[config.mk]
export PLATFORM = sky130hd
export DESIGN_NAME = ssd_image_comparator
export DESIGN_NICKNAME = d
export VERILOG_FILES = /design/src/rtl/ssd_image_comparator.sv
export SDC_FILE = /design/constraint.sdc
export NUM_CORES = 1
export LEC_CHECK = 0
export ABC_AREA = 1
export CAP_MARGIN = 30
export CORE_AREA = 8 8 231 344
export CTS_CLUSTER_SIZE = 8
export DETAILED_ROUTE_END_ITERATION = 6
export DIE_AREA = 0 0 239 352
export GPL_TIMING_DRIVEN = 0
export PLACE_DENSITY = 0.39
export SYNTH_ARGS = -nofsm -noshare
export SYNTH_HDL_FRONTEND = slang
export SYNTH_SLANG_ARGS = --single-unit
[constraint.sdc]
create_clock -name clk -period 11.93 [get_ports clk]
set_input_delay 2.386 -clock clk [delete_from_list [all_inputs] [get_ports clk]]
set_output_delay 2.386 -clock clk [all_outputs]
set_load 0.05 [all_outputs]
[src/rtl/ssd_image_comparator.sv]
// SSD engine: streams word windows from ImagemA/ImagemB in lockstep and accumulates the
// sum of squared byte differences, controlled through a small Avalon-MM register slave.
module ssd_image_comparator #(
  parameter int ADDR_W = 14,
  parameter int DEPTH  = 14848,
  parameter int ACC_W  = 32
) (
  input  logic              clk,
  input  logic              reset,
  input  logic [1:0]        ctl_address,
  input  logic              ctl_chipselect,
  input  logic              ctl_write,
  input  logic              ctl_read,
  input  logic [31:0]       ctl_writedata,
  output logic [31:0]       ctl_readdata,
  output logic              irq,
  output logic [ADDR_W-1:0] mem_a_address,
  output logic              mem_a_chipselect,
  input  logic [31:0]       mem_a_readdata,
  output logic [ADDR_W-1:0] mem_b_address,
  output logic              mem_b_chipselect,
  input  logic [31:0]       mem_b_readdata
);

  typedef enum logic [1:0] {
    S_IDLE  = 2'd0,
    S_FETCH = 2'd1,
    S_DRAIN = 2'd2
  } state_t;

  localparam logic [16:0] LIMIT = 17'(DEPTH);

  state_t            state_q;
  logic [ADDR_W-1:0] base_q;
  logic [15:0]       len_q;
  logic [ACC_W-1:0]  acc_q;
  logic [ADDR_W-1:0] addr_q;
  logic [15:0]       cnt_q;
  logic              cs_q;
  logic              drain_q;
  logic              busy_q;
  logic              done_q;
  logic              err_q;
  logic              irq_en_q;
  logic              rd_valid_q;
  logic              sum_valid_q;
  logic [17:0]       lane_sum_q;
  logic [31:0]       readdata_q;

  logic              wr_ctrl_s;
  logic              wr_base_s;
  logic              wr_len_s;
  logic              start_s;
  logic              abort_s;
  logic [16:0]       end_s;
  logic [17:0]       lane_sum_d;
  logic [31:0]       readdata_d;
  logic              unused_wdata_s;

  // Four-lane sum of squared absolute byte differences; 255^2 fits in 16 bits.
  function automatic logic [17:0] lane_ssd(input logic [31:0] a, input logic [31:0] b);
    logic [7:0]  diff;
    logic [15:0] sq;
    logic [17:0] sum;
    sum = 18'd0;
    for (int i = 0; i < 4; i++) begin
      if (a[8*i +: 8] >= b[8*i +: 8]) begin
        diff = a[8*i +: 8] - b[8*i +: 8];
      end else begin
        diff = b[8*i +: 8] - a[8*i +: 8];
      end
      sq  = 16'(diff) * 16'(diff);
      sum = sum + 18'(sq);
    end
    return sum;
  endfunction

  assign wr_ctrl_s      = ctl_chipselect & ctl_write & (ctl_address == 2'd0);
  assign wr_base_s      = ctl_chipselect & ctl_write & (ctl_address == 2'd1);
  assign wr_len_s       = ctl_chipselect & ctl_write & (ctl_address == 2'd2);
  assign start_s        = wr_ctrl_s & ctl_writedata[0];
  assign abort_s        = wr_ctrl_s & ctl_writedata[1];
  assign end_s          = 17'(base_q) + 17'(len_q);
  assign lane_sum_d     = lane_ssd(mem_a_readdata, mem_b_readdata);
  assign unused_wdata_s = ^ctl_writedata[31:16];

  // Register read mux.
  always_comb begin
    readdata_d = 32'd0;
    case (ctl_address)
      2'd0:    readdata_d = {28'd0, err_q, irq_en_q, done_q, busy_q};
      2'd1:    readdata_d = 32'(base_q);
      2'd2:    readdata_d = 32'(len_q);
      2'd3:    readdata_d = 32'(acc_q);
      default: readdata_d = 32'd0;
    endcase
  end

  // Control FSM, RAM address generator and SSD pipeline.
  always_ff @(posedge clk) begin
    if (reset) begin
      state_q     <= S_IDLE;
      base_q      <= '0;
      len_q       <= 16'd0;
      acc_q       <= '0;
      addr_q      <= '0;
      cnt_q       <= 16'd0;
      cs_q        <= 1'b0;
      drain_q     <= 1'b0;
      busy_q      <= 1'b0;
      done_q      <= 1'b0;
      err_q       <= 1'b0;
      irq_en_q    <= 1'b0;
      rd_valid_q  <= 1'b0;
      sum_valid_q <= 1'b0;
      lane_sum_q  <= 18'd0;
      readdata_q  <= 32'd0;
    end else begin
      // Data for an address issued this cycle is on the RAM ports next cycle.
      rd_valid_q  <= (state_q == S_FETCH);
      sum_valid_q <= rd_valid_q;
      lane_sum_q  <= lane_sum_d;
      if (sum_valid_q) begin
        acc_q <= acc_q + ACC_W'(lane_sum_q);
      end

      if (ctl_chipselect && ctl_read) begin
        readdata_q <= readdata_d;
      end

      if (wr_ctrl_s) begin
        done_q   <= 1'b0;
        err_q    <= 1'b0;
        irq_en_q <= ctl_writedata[2];
      end
      if (wr_base_s && (state_q == S_IDLE)) begin
        base_q <= ctl_writedata[ADDR_W-1:0];
      end
      if (wr_len_s && (state_q == S_IDLE)) begin
        len_q <= ctl_writedata[15:0];
      end

      case (state_q)
        S_IDLE: begin
          if (start_s && !abort_s) begin
            if (end_s > LIMIT) begin
              err_q <= 1'b1;
            end else if (len_q == 16'd0) begin
              done_q <= 1'b1;
              acc_q  <= '0;
            end else begin
              acc_q   <= '0;
              busy_q  <= 1'b1;
              addr_q  <= base_q;
              cnt_q   <= len_q;
              cs_q    <= 1'b1;
              state_q <= S_FETCH;
            end
          end
        end
        S_FETCH: begin
          if (cnt_q == 16'd1) begin
            cs_q    <= 1'b0;
            drain_q <= 1'b0;
            state_q <= S_DRAIN;
          end else begin
            addr_q <= addr_q + ADDR_W'(1);
            cnt_q  <= cnt_q - 16'd1;
          end
        end
        S_DRAIN: begin
          if (drain_q) begin
            busy_q  <= 1'b0;
            done_q  <= 1'b1;
            state_q <= S_IDLE;
          end else begin
            drain_q <= 1'b1;
          end
        end
        default: begin
          busy_q  <= 1'b0;
          cs_q    <= 1'b0;
          state_q <= S_IDLE;
        end
      endcase

      // Abort discards everything in flight, including the partial result.
      if (abort_s && (state_q != S_IDLE)) begin
        state_q     <= S_IDLE;
        busy_q      <= 1'b0;
        cs_q        <= 1'b0;
        done_q      <= 1'b0;
        acc_q       <= '0;
        rd_valid_q  <= 1'b0;
        sum_valid_q <= 1'b0;
      end
    end
  end

  assign ctl_readdata     = readdata_q;
  assign irq              = done_q & irq_en_q;
  assign mem_a_address    = addr_q;
  assign mem_b_address    = addr_q;
  assign mem_a_chipselect = cs_q;
  assign mem_b_chipselect = cs_q;

endmodule
Word-level counts from Yosys, hierarchy flattened
Index checks and enable logic that the tools add are counted.

Flip-flop bits (word level): 152. Bits of input ports: 103. Word-level logic and storage cells: 122. Output and inout bits: 63.

Bitwise gates (word level): 9. $lt $le $gt $ge: 5. Reduce and logical (&&, ||, !) cells: 18. Multipliers: 4. Add/sub/neg operators: 15. Mux-type cells: 43. Eq/ne operators: 12.

Operator list (number): $mux W32 (4); $pmux W32 S4 (1); $mul A8 B8 Y16 (4); $mux W16 (4); $sub A8 B8 Y8 (8); $mux W14 (4); $add A32 B18 Y32 (1); $ge A8 B8 Y1 (4); $mux W8 (4); $pmux W16 S2 (1); $pmux W14 S2 (1); $reduce_and A5 Y1 (4); $add A17 B16 Y18 (1); $add A18 B16 Y18 (1); $add A14 B16 Y17 (1); $add A16 B16 Y17 (1); $gt A17 B14 Y1 const B (1); $eq A16 B1 Y1 const B (1); $logic_not A16 Y1 (1); $sub A16 B1 Y16 const B (1); $add A14 B1 Y14 const B (1); $mux W1 (14); $mux W2 (5); $ne A2 B2 Y1 const B (4); 14 further kinds (34).

Depth between registers and ports, before layout
Gate-level depths: netlist of the first run.

Word-level depth: 7. Depth in mapped cells: 40. Mapped depth without buffers: 40.

Least setup slack after synthesis of the first run
OpenSTA, ideal clock, no wires.

Path kind: input to register. Start: in mem_a_readdata[24]. End: reg lane_sum_q[14]. Stages on the path: 34. Library setup time: 113 ps. Path slack: 1945 ps. Required time: 11817 ps. Arrival: 9872 ps. Path through: inv_1 -> ha_1 -> inv_1 -> fa_1 -> inv_1 -> o21ai_0 -> nand2_1 -> nand3_2 -> mux2_2 -> xor2_1 -> nor2_1 -> fa_1 -> inv_1 -> fa_1 -> fa_1 -> inv_1 -> fa_1 -> fa_1 -> fa_1 -> fa_1 -> inv_1 -> fa_1 -> inv_1 -> ha_1 -> nand2_1 -> o21a_1 -> nor2_1 -> nor2_1 -> o21bai_1 -> a21boi_0 -> o21ai_0 -> nand2_1 -> nand2_1 -> nor2_1.

Cells in the longest elaborated chain, start to end: 4. Elaborated cells on any way between the ends: 6. Classes of those cells: add/sub: 3; mul: 1; order compare: 1; mux: 1.

RTL lines: start: declaration (line 19) `input logic [31:0] mem_a_readdata,`; $sub A8 B8 Y8 (tied with other cells) (line 70) `diff = b[8*i +: 8] - a[8*i +: 8];`; $mux W8 (*) (line 67) `if (a[8*i +: 8] >= b[8*i +: 8]) begin`; $mul A8 B8 Y16 (*) (line 72) `sq = 16'(diff) * 16'(diff);`; $add A18 B16 Y18 (*) (line 73) `sum = sum + 18'(sq);`; end signal: assignment (line 122) `lane_sum_q <= lane_sum_d;`; end: declaration (line 47) `logic [17:0] lane_sum_q;`.

Mark *: on every way between the ends. The rest lies on a longest branch, timed or not. A chain may end at the register's enable or synchronous reset.

Final worst setup path of the first run
Same ends and word-level chain as after synthesis.

==> results of run 1 <==
## routing by layer
layer  GRT usage [%]  wire (um)  up-vias
met4            6.40       2840        0
met3            1.42       1610       96
met5               0          0        -
met1            13.2      20700     7633
met2            30.9      35600      303
li1                -          -     8019
## final cells by class
class	instances	area (um2)	area share [%]
multi-input combinational	1693	13000	59.6
timing repair buffer	149	1490	6.85
clock inverter	14	138	0.633
sequential	152	3040	14.0
buffer	69	389	1.79
inverter	539	2030	9.32
clock buffer	18	439	2.02
tap	1000	1250	5.76
## cells in the final DEF, fill, tap and decap left out, drive strengths merged, types with 3 or more instances in the layout
| master | netlist | final |
|---|---|---|
| inv | 536 | 542 |
| dfxtp | 152 | 152 |
| nand4 | 23 | 23 |
| nand2 | 370 | 370 |
| ha | 199 | 199 |
| o21ai | 165 | 165 |
| nand3 | 74 | 74 |
| o21bai | 6 | 6 |
| o211ai | 6 | 6 |
| and2 | 3 | 3 |
| nand3b | 4 | 4 |
| nor3 | 19 | 19 |
| a31oi | 8 | 8 |
| nor4 | 3 | 3 |
| a221oi | 7 | 7 |
| mux2i | 3 | 3 |
| fa | 194 | 194 |
| clkinvlp | 0 | 4 |
| clkbuf | 39 | 57 |
| o22ai | 3 | 3 |
| a211oi | 12 | 12 |
| a21o | 6 | 6 |
| nor3b | 5 | 5 |
| o21a | 4 | 4 |
| xnor2 | 18 | 18 |
| clkinv | 3 | 6 |
| or2 | 9 | 9 |
| o221ai | 20 | 20 |
| clkdlybuf4s50 | 0 | 148 |
| nor2 | 289 | 289 |
| a21oi | 159 | 159 |
| xor2 | 54 | 54 |
| a22oi | 18 | 18 |
| buf | 30 | 31 |
## cells by family after synthesis
logic type | Yosys count
AOI/OAI and AO/OA | 422
and+or+nand+nor | 801
buffers and inverters | 608
muxes | 5
DFF | 152
adders and majority gates | 393
xor gates and xnor gates | 72
## worst max-delay path, delay by kind of cell
family,cells,cell delay [ns]
compound gates,4,0.82
xor+xnor,1,0.57
fa+ha+maj,10,4.94
buf+inv,7,1.27
mux,1,0.37
simple gates,9,1.12
## how the worst max path moves through the flow
stage	from	endpoint	cells past startpoint
after floorplan	mem_a_readdata[24]	lane_sum_q[14]	34
after global placement	mem_a_readdata[5]	lane_sum_q[14]	37
after detailed placement	mem_a_readdata[24]	lane_sum_q[14]	32
after CTS	mem_a_readdata[24]	lane_sum_q[14]	32
after global routing	mem_a_readdata[24]	lane_sum_q[14]	32
final	mem_a_readdata[24]	lane_sum_q[14]	32
## per-stage QoR
stage          std cells  setup slack [ns]  util, %
4_1_cts             3634             0.757     29.2
2_1_floorplan       2453              1.95        -
5_1_grt             3634             0.308     29.2
3_3_place_gp        3601             0.180     28.4
6_report            3634             0.799     29.2
3_5_place_dp        3602             0.295     28.4
## sequential cells by signal (all words and copies together) (netlist names)
register / flops
busy_q: 1
err_q: 1
mem_a_chipselect: 1
sum_valid_q: 1
state_q: 2
cnt_q: 16
done_q: 1
lane_sum_q: 18
len_q: 16
acc_q: 32
mem_a_address: 14
base_q: 14
rd_valid_q: 1
irq_en_q: 1
ctl_readdata: 32
drain_q: 1
==> run metrics, run 1 <==
number of max-cap violations 0; area delta synth->final 18.0%; Post-synth EDFFs 0; TNS Setup 0 ns; router iterations before antenna repair 5; Synth area leader fa_1; Hold Path Cell Cnt 2; R2R Path Start base_q[0]; Critical Path Max Stage Delay 0.58 ns; IO buf count 148; Die ar. 0.0841 mm2; Worst Hold Class reg2reg; total track usage 14.5%; final clock skew 0.0164 ns; CP endpoint kind register; Starting Density 24.7%; Nets 3117; RR Endpoint acc_q[14]; Worst Path Max Fanout 10; CTS Hold Buffers Added 0; CTS tree yes; max_slew headroom 38.8%; post-synthesis net count 2949; Root Driver clkbuf_16; min-delay src rd_valid_q; Crit-path slowest cell fa_1; post-synth top area share 21.1%; Avg WL per Cell 16.7 um; largest family of logic cells by synthesized area adder cells; DP Wirelength 53400 um; Worst R2R Path Depth 20; Min Hold Slack 0.424 ns; GPL Wtd Cong 0.876; Synth Area in Compound Gates 13.3%; hold endpoint sum_valid_q; ANT nets after route 0; total number of vias 16051; WP data arrival 11.48 ns; fin. max-slew vios 0; Final setup viols 0; Die Span Y 352 um; core region area 0.0745 mm2; layout cell share with drive strength beyond 1 5.13%; vias in the first global route 17338; FFs w/ async S/R, synth 0%; clk sinks 152; minimum clock period 11.13 ns; Placement Cell Area 0.0212 mm2; fin crit share 93.3%; Adder-Cell Fraction of Synth Area 34.6%; multiplexer share of the synthesized area 0.285%; Overflow after GRT 0; status completed; post-synthesis simple-gate area fraction 18.4%; CP Class in2reg; finished layout cell area 0.0217 mm2; Via density 4.42; Yosys warning total 0; XOR/XNOR Fraction of Synth Area 3.73%; CTS Buf Count 17; Worst-Margin Slew 0.914 ns; clk slew on worst S/H paths 0.07 ns; Cell Rows 123; pin count of the biggest net entering global routing 17; fmax 89.8 MHz; Seq/Total Area, Yosys 16.5%; Inserted Diodes 0; drt initial violations 684; crit-path most repeated cell fa_1; RSZ-0062 raised after global routing no; Synth top cells by count 525 x inv_1, 362 x nand2_1, 284 x nor2_1; Mapped Area 0.0184 mm2; Max clock buf depth 2; Yosys reg bits 152; dominant synthesized flop cell dfxtp_1; first-pass GRT wire length 94800 um; IO Count 166; Gate Count Post-Synth 2453; top cells by area, synth fa_1 21%, dfxtp_1 17%, ha_1 14%; worst endpoint required time 12.28 ns; fill count 8252; Hold Fails Final Rpt 0; initial antenna violation count 2; residual DRC count 0; count leader, synth inv_1; Syn Area/Cell 7.51 um2; Netlist cell types 61; # Post-CTS Setup Buffers 0; post-CTS sizing 0; Worst-Skew Late Latency 0.46 ns; flop2flop setup slack 8.64 ns; final wirelength 60800 um; H-tree level count 4; die width 239 um; Worst Setup Start Kind input port
Power of run 1 is not shown: default switching activity piles up to over one toggle a cycle in this logic, so the estimate is an artifact.
==> run 2, diff against run 1 <==
--- a/config.mk
+++ b/config.mk
@@ -7,11 +7,12 @@
 export LEC_CHECK = 0
 export ABC_AREA = 1
 export CAP_MARGIN = 30
-export CORE_AREA = 8 8 231 344
+export CORE_AREA = 2 2 225 338
 export CTS_CLUSTER_SIZE = 8
 export DETAILED_ROUTE_END_ITERATION = 6
-export DIE_AREA = 0 0 239 352
+export DIE_AREA = 0 0 227 340
 export GPL_TIMING_DRIVEN = 0
+export HOLD_SLACK_MARGIN = 0.15
 export PLACE_DENSITY = 0.39
 export SYNTH_ARGS = -nofsm -noshare
 export SYNTH_HDL_FRONTEND = slang
==> run 2 against run 1 <==
Net effect:
- global-route usage rose by 1.5 points
- sequential share of layout area fell by 0.067 points
- routed wire length fell by 0.79%
- core utilization rose by 0.14 points
- first-iteration DRC count fell by 17%
- non-clock buffer count fell by 1
- final cell count did not move
- register-to-register slack got worse by 0.11 ns
- via count rose by 0.21%
- final area rose by 0.48%
- worst setup slack improved by 0.013 ns
- clock skew fell by 0.0081 ns
- critical path type unchanged
- highest routed layer unchanged
==> run metrics, run 2 (synthesized netlist as in run 1, its figures left out) <==
fin. max-slew vios 0 (unchanged); final wirelength 60300 um (-0.79%); commonest non-fill, non-tap cell in the layout inv_1; # Post-CTS Setup Buffers 0 (unchanged); RR Endpoint acc_q[14]; Worst Setup Start Kind input port; first-pass GRT wire length 94100 um (-0.76%); Crit-path slowest cell o21ai_1; DP Wirelength 52900 um (-1.0%); Worst Setup SP mem_b_readdata[0]; Avg WL per Cell 16.6 um (-0.79%); Overflow after GRT 0 (unchanged); number of max-cap violations 0 (unchanged); area delta synth->final 18.6%; RSZ-0062 raised after global routing no; Worst Path Max Fanout 9 (-1); flop2flop setup slack 8.53 ns (-0.11 ns); worst endpoint required time 12.27 ns (about the same); fmax 89.9 MHz (+0.11%); Final setup viols 0 (unchanged); core region area 0.0745 mm2 (unchanged); CP Class in2reg; clk sinks 152 (unchanged); Worst-Margin Slew 0.906 ns (-0.00808 ns); DR WL met3 1230 um (-23%); commonest cells after routing, fill and taps aside 525 x inv_1, 362 x nand2_1, 284 x nor2_1; H-tree level count 4 (unchanged); multi-input logic area 0.0130 mm2 (unchanged); pin count of the biggest net entering global routing 17 (unchanged); Critical Path Max Stage Delay 0.73 ns (+0.15 ns); Routed met1 length 20900 um (+1.1%); IO buf count 148 (unchanged); Worst R2R Path Depth 17 (-15%); Via density 4.43 (+0.21%); CP endpoint lane_sum_q[14]; CP endpoint kind register; Starting Density 24.7% (unchanged); Nets 3116 (-0.032%); fin crit share 93.2% (-0.11 points); fill count 8287 (+0.42%); max_slew headroom 39.6% (+0.75 points); die width 227 um (-5.0%); Worst Hold Class reg2reg; IO Count 166 (unchanged); residual DRC count 0 (unchanged); ANT nets after route 0 (unchanged); GPL Wtd Cong 0.929 (+6.1%); Root Driver clkbuf_16; total track usage 16.0% (+1.5 points); Worst-Skew Late Latency 0.45 ns (about the same); status completed; Cell Rows 123 (unchanged); Die ar. 0.0772 mm2 (-8.3%); CTS Hold Buffers Added 0 (unchanged); post-CTS sizing 0 (unchanged); register area 0.00304 mm2 (unchanged); minimum clock period 11.12 ns (-0.0126 ns); TNS Setup 0 ns (unchanged); vias in the first global route 17326 (-0.069%); CTS Buf Count 17 (unchanged); R2R Path Start base_q[0]; WP data arrival 11.46 ns (-0.02 ns); CTS tree yes; Min Hold Slack 0.450 ns (+0.0265 ns); Die Span Y 340 um (-3.4%); total number of vias 16084 (+0.21%); final clock skew 0.00837 ns (-0.00805 ns); initial antenna violation count 0 (-2); met2 wire len 35800 um (+0.44%); layout cell share with drive strength beyond 1 5.09% (-0.036 points); router iterations before antenna repair 5 (unchanged); clk slew on worst S/H paths 0.07 ns (about the same); max layer used met4; Max clock buf depth 2 (unchanged); drt initial violations 566 (-17%); Hold Fails Final Rpt 0 (unchanged)
[run 2: changes by cell type in the layout (fill, tap and decap cells not counted), sizes merged]
| cell | change |
|---|---|
| buf | -1 |
| bufinv | +5 |
| clkinv | +4 |
| clkinvlp | -4 |
| diode | +1 |
| inv | -5 |
[run 2: worst min-delay path by stage]
stage	from	to	cells past startpoint
2_1_floorplan	rd_valid_q	sum_valid_q	2
3_3_place_gp	rd_valid_q	sum_valid_q	2
3_5_place_dp	rd_valid_q	sum_valid_q	2
4_1_cts	rd_valid_q	sum_valid_q	2
5_1_grt	rd_valid_q	sum_valid_q	2
6_report	rd_valid_q	sum_valid_q	2
[run 2: cell type report]
cell class	count	area share, %
tap	1000	5.73
buffer	69	1.78
timing repair buffer	148	6.78
antenna	1	0.0115
sequential	152	13.9
inverter	539	9.28
clock inverter	14	1.13
clock buffer	18	2.01
multi-input combinational	1693	59.4
[run 2: through the flow]
stage / instance area, um2 / std cells / util [%] / setup WS, ns
2_1_floorplan: 18400 / 2453 / - / 1.95
5_1_grt: 21800 / 3633 / 29.3 / 0.111
3_3_place_gp: 21200 / 3601 / 28.4 / 0.167
6_report: 21800 / 3634 / 29.3 / 0.811
3_5_place_dp: 21200 / 3601 / 28.4 / 0.184
4_1_cts: 21800 / 3633 / 29.3 / 0.621
[run 2: layer usage]
| layer | track usage [%] | vias up |
|---|---|---|
| li1 | - | 8023 |
| met2 | 34.2 | 271 |
| met3 | 1.21 | 86 |
| met5 | 0 | - |
| met4 | 6.44 | 0 |
| met1 | 14.8 | 7704 |
[run 2: critical path, delay by kind of cell]
kind | cells | cell delay (ns)
simple gates | 9 | 1.03
compound gates | 6 | 1.69
fa+ha+maj | 11 | 5.05
buf+inv | 10 | 1.28
Power of run 2 is left out for the same reason.
==> run 3, diff against run 2 <==
--- a/config.mk
+++ b/config.mk
@@ -6,14 +6,14 @@
 export NUM_CORES = 1
 export LEC_CHECK = 0
 export ABC_AREA = 1
-export CAP_MARGIN = 30
 export CORE_AREA = 2 2 225 338
 export CTS_CLUSTER_SIZE = 8
 export DETAILED_ROUTE_END_ITERATION = 6
 export DIE_AREA = 0 0 227 340
+export DONT_BUFFER_PORTS = 1
 export GPL_TIMING_DRIVEN = 0
 export HOLD_SLACK_MARGIN = 0.15
-export PLACE_DENSITY = 0.39
+export PLACE_DENSITY = 0.36
 export SYNTH_ARGS = -nofsm -noshare
 export SYNTH_HDL_FRONTEND = slang
 export SYNTH_SLANG_ARGS = --single-unit
==> run 3 against run 2 <==
Net effect:
- worst setup slack improved by 0.17 ns
- first-iteration DRC count increased by 17%
- fmax increased by 1.6%
- sequential share of layout area increased by 1.1 points
- global-route usage increased by 0.12 points
- core utilization decreased by 2.1 points
- routed wire length increased by 1.1%
- largest cell class unchanged
- highest routed layer unchanged
==> run metrics, run 3 (synthesized netlist as in run 1, its figures left out) <==
crit-path most repeated cell fa_1; core region area 0.0745 mm2 (unchanged); total track usage 16.1% (+0.12 points); router iterations before antenna repair 5 (unchanged); Cell Rows 123 (unchanged); commonest cells after routing, fill and taps aside 525 x inv_1, 362 x nand2_1, 284 x nor2_1; RSZ-0062 raised after global routing no; number of max-cap violations 0 (unchanged); finished layout cell area 0.0203 mm2 (-7.3%); Via density 4.44 (+0.37%); Overflow after GRT 0 (unchanged); commonest non-fill, non-tap cell in the layout inv_1; Worst-Margin Slew 1.02 ns (+0.113 ns); drt initial violations 661 (+17%); die width 227 um (unchanged); fill count 8389 (+1.2%); Nets 2968 (-4.7%); ANT nets after route 0 (unchanged); fmax 91.3 MHz (+1.6%); CTS Buf Count 17 (unchanged); worst endpoint required time 12.27 ns (about the same); vias in the first global route 16570 (-4.4%); CP endpoint kind register; status completed; multi-input logic area 0.0130 mm2 (unchanged); Critical Path Max Stage Delay 0.69 ns (-0.04 ns); DP Wirelength 53800 um (+1.7%); post-CTS sizing 0 (unchanged); minimum clock period 10.95 ns (-0.170 ns); Worst Setup Start Kind input port; final wirelength 60900 um (+1.1%); Hold Fails Final Rpt 0 (unchanged); Worst Path Max Fanout 10 (+1); flop2flop setup slack 8.57 ns (+0.04 ns); Avg WL per Cell 17.5 um (+5.4%); clk sinks 152 (unchanged); Worst Hold Class reg2reg; H-tree level count 4 (unchanged); total number of vias 15481 (-3.7%); layout cell share with drive strength beyond 1 5.39% (+0.30 points); fin. max-slew vios 0 (unchanged); non-filler instance count after layout 3485 (-4.1%); register area 0.00304 mm2 (unchanged); IO buf count 0 (-100%); area delta synth->final 9.96%; pin count of the biggest net entering global routing 17 (unchanged); Starting Density 24.7% (unchanged); Max clock buf depth 2 (unchanged); Final setup viols 0 (unchanged); clk slew on worst S/H paths 0.07 ns (about the same); initial antenna violation count 1 (+1); IO Count 166 (unchanged); # Post-CTS Setup Buffers 0 (unchanged); CP Class in2reg; TNS Setup 0 ns (unchanged); first-pass GRT wire length 93800 um (-0.29%); max_slew headroom 31.4% (-8.2 points); GPL Wtd Cong 0.895 (-3.7%); CTS Hold Buffers Added 0 (unchanged); Die Span Y 340 um (unchanged); WP data arrival 11.29 ns (-0.17 ns); min-delay src rd_valid_q; Inserted Diodes 0 (-1); final clock skew 0.0141 ns (+0.00573 ns); CTS tree yes; Worst Setup SP mem_a_readdata[24]; R2R Path Start base_q[0]; Die ar. 0.0772 mm2 (unchanged); fin crit share 91.8% (-1.4 points); Root Driver clkbuf_16; placed cells 3453 (-4.1%); Worst-Skew Late Latency 0.45 ns (about the same); Crit-path slowest cell xor2_1; Placement Cell Area 0.0197 mm2 (-7.0%); residual DRC count 0 (unchanged)
-- run 3: cell types whose count changed in the layout (fill, tap and decap cells not counted) --
| cell | delta |
|---|---|
| clkinv_2 | -1 |
| diode_2 | -1 |
| clkdlybuf4s50_1 | -148 |
| inv_6 | +3 |
| inv_8 | +3 |
| bufinv_16 | -5 |
| clkinv_4 | -1 |
| clkinvlp_4 | +2 |
| clkbuf_8 | -1 |
-- run 3: layer usage --
metal	track usage, %	wire length (um)
met5	0	0
met4	4.86	1810
met3	1.83	1910
met2	35.1	36900
met1	14.7	20300
-- run 3: area by class of cell --
type	instances	share of cell area, %
inverter	539	10.0
clock inverter	15	0.778
multi-input combinational	1693	64.0
buffer	69	1.92
sequential	152	15.0
clock buffer	17	2.10
tap	1000	6.18
-- run 3: critical path, delay by kind of cell --
| family | cells | cell delay, ns |
|---|---|---|
| buffers and inverters | 6 | 0.85 |
| adder cells (fa/ha/maj) | 10 | 5.02 |
| AO/OA/AOI/OAI | 4 | 0.80 |
| multiplexers | 1 | 0.37 |
| AND/OR/NAND/NOR | 9 | 1.15 |
| XOR/XNOR | 1 | 0.69 |
-- run 3: final timing paths --
kind | to | depth (start not counted)
worst min register to register | sum_valid_q | 2
worst min-delay path | sum_valid_q | 2
worst max-delay path | lane_sum_q[14] | 31
worst max register to register | acc_q[21] | 20
-- run 3: per-stage QoR --
| step | hold WS [ns] | utilization, % | setup slack (ns) |
|---|---|---|---|
| 6_report | 0.415 | 27.2 | 0.982 |
| 5_1_grt | 0.440 | 27.2 | 0.323 |
| 4_1_cts | 0.417 | 27.2 | 0.769 |
| 3_5_place_dp | 0.403 | 26.4 | 0.322 |
| 3_3_place_gp | 0.408 | 26.4 | 0.308 |
| 2_1_floorplan | 0.394 | - | 1.95 |
Power of run 3 is left out for the same reason.
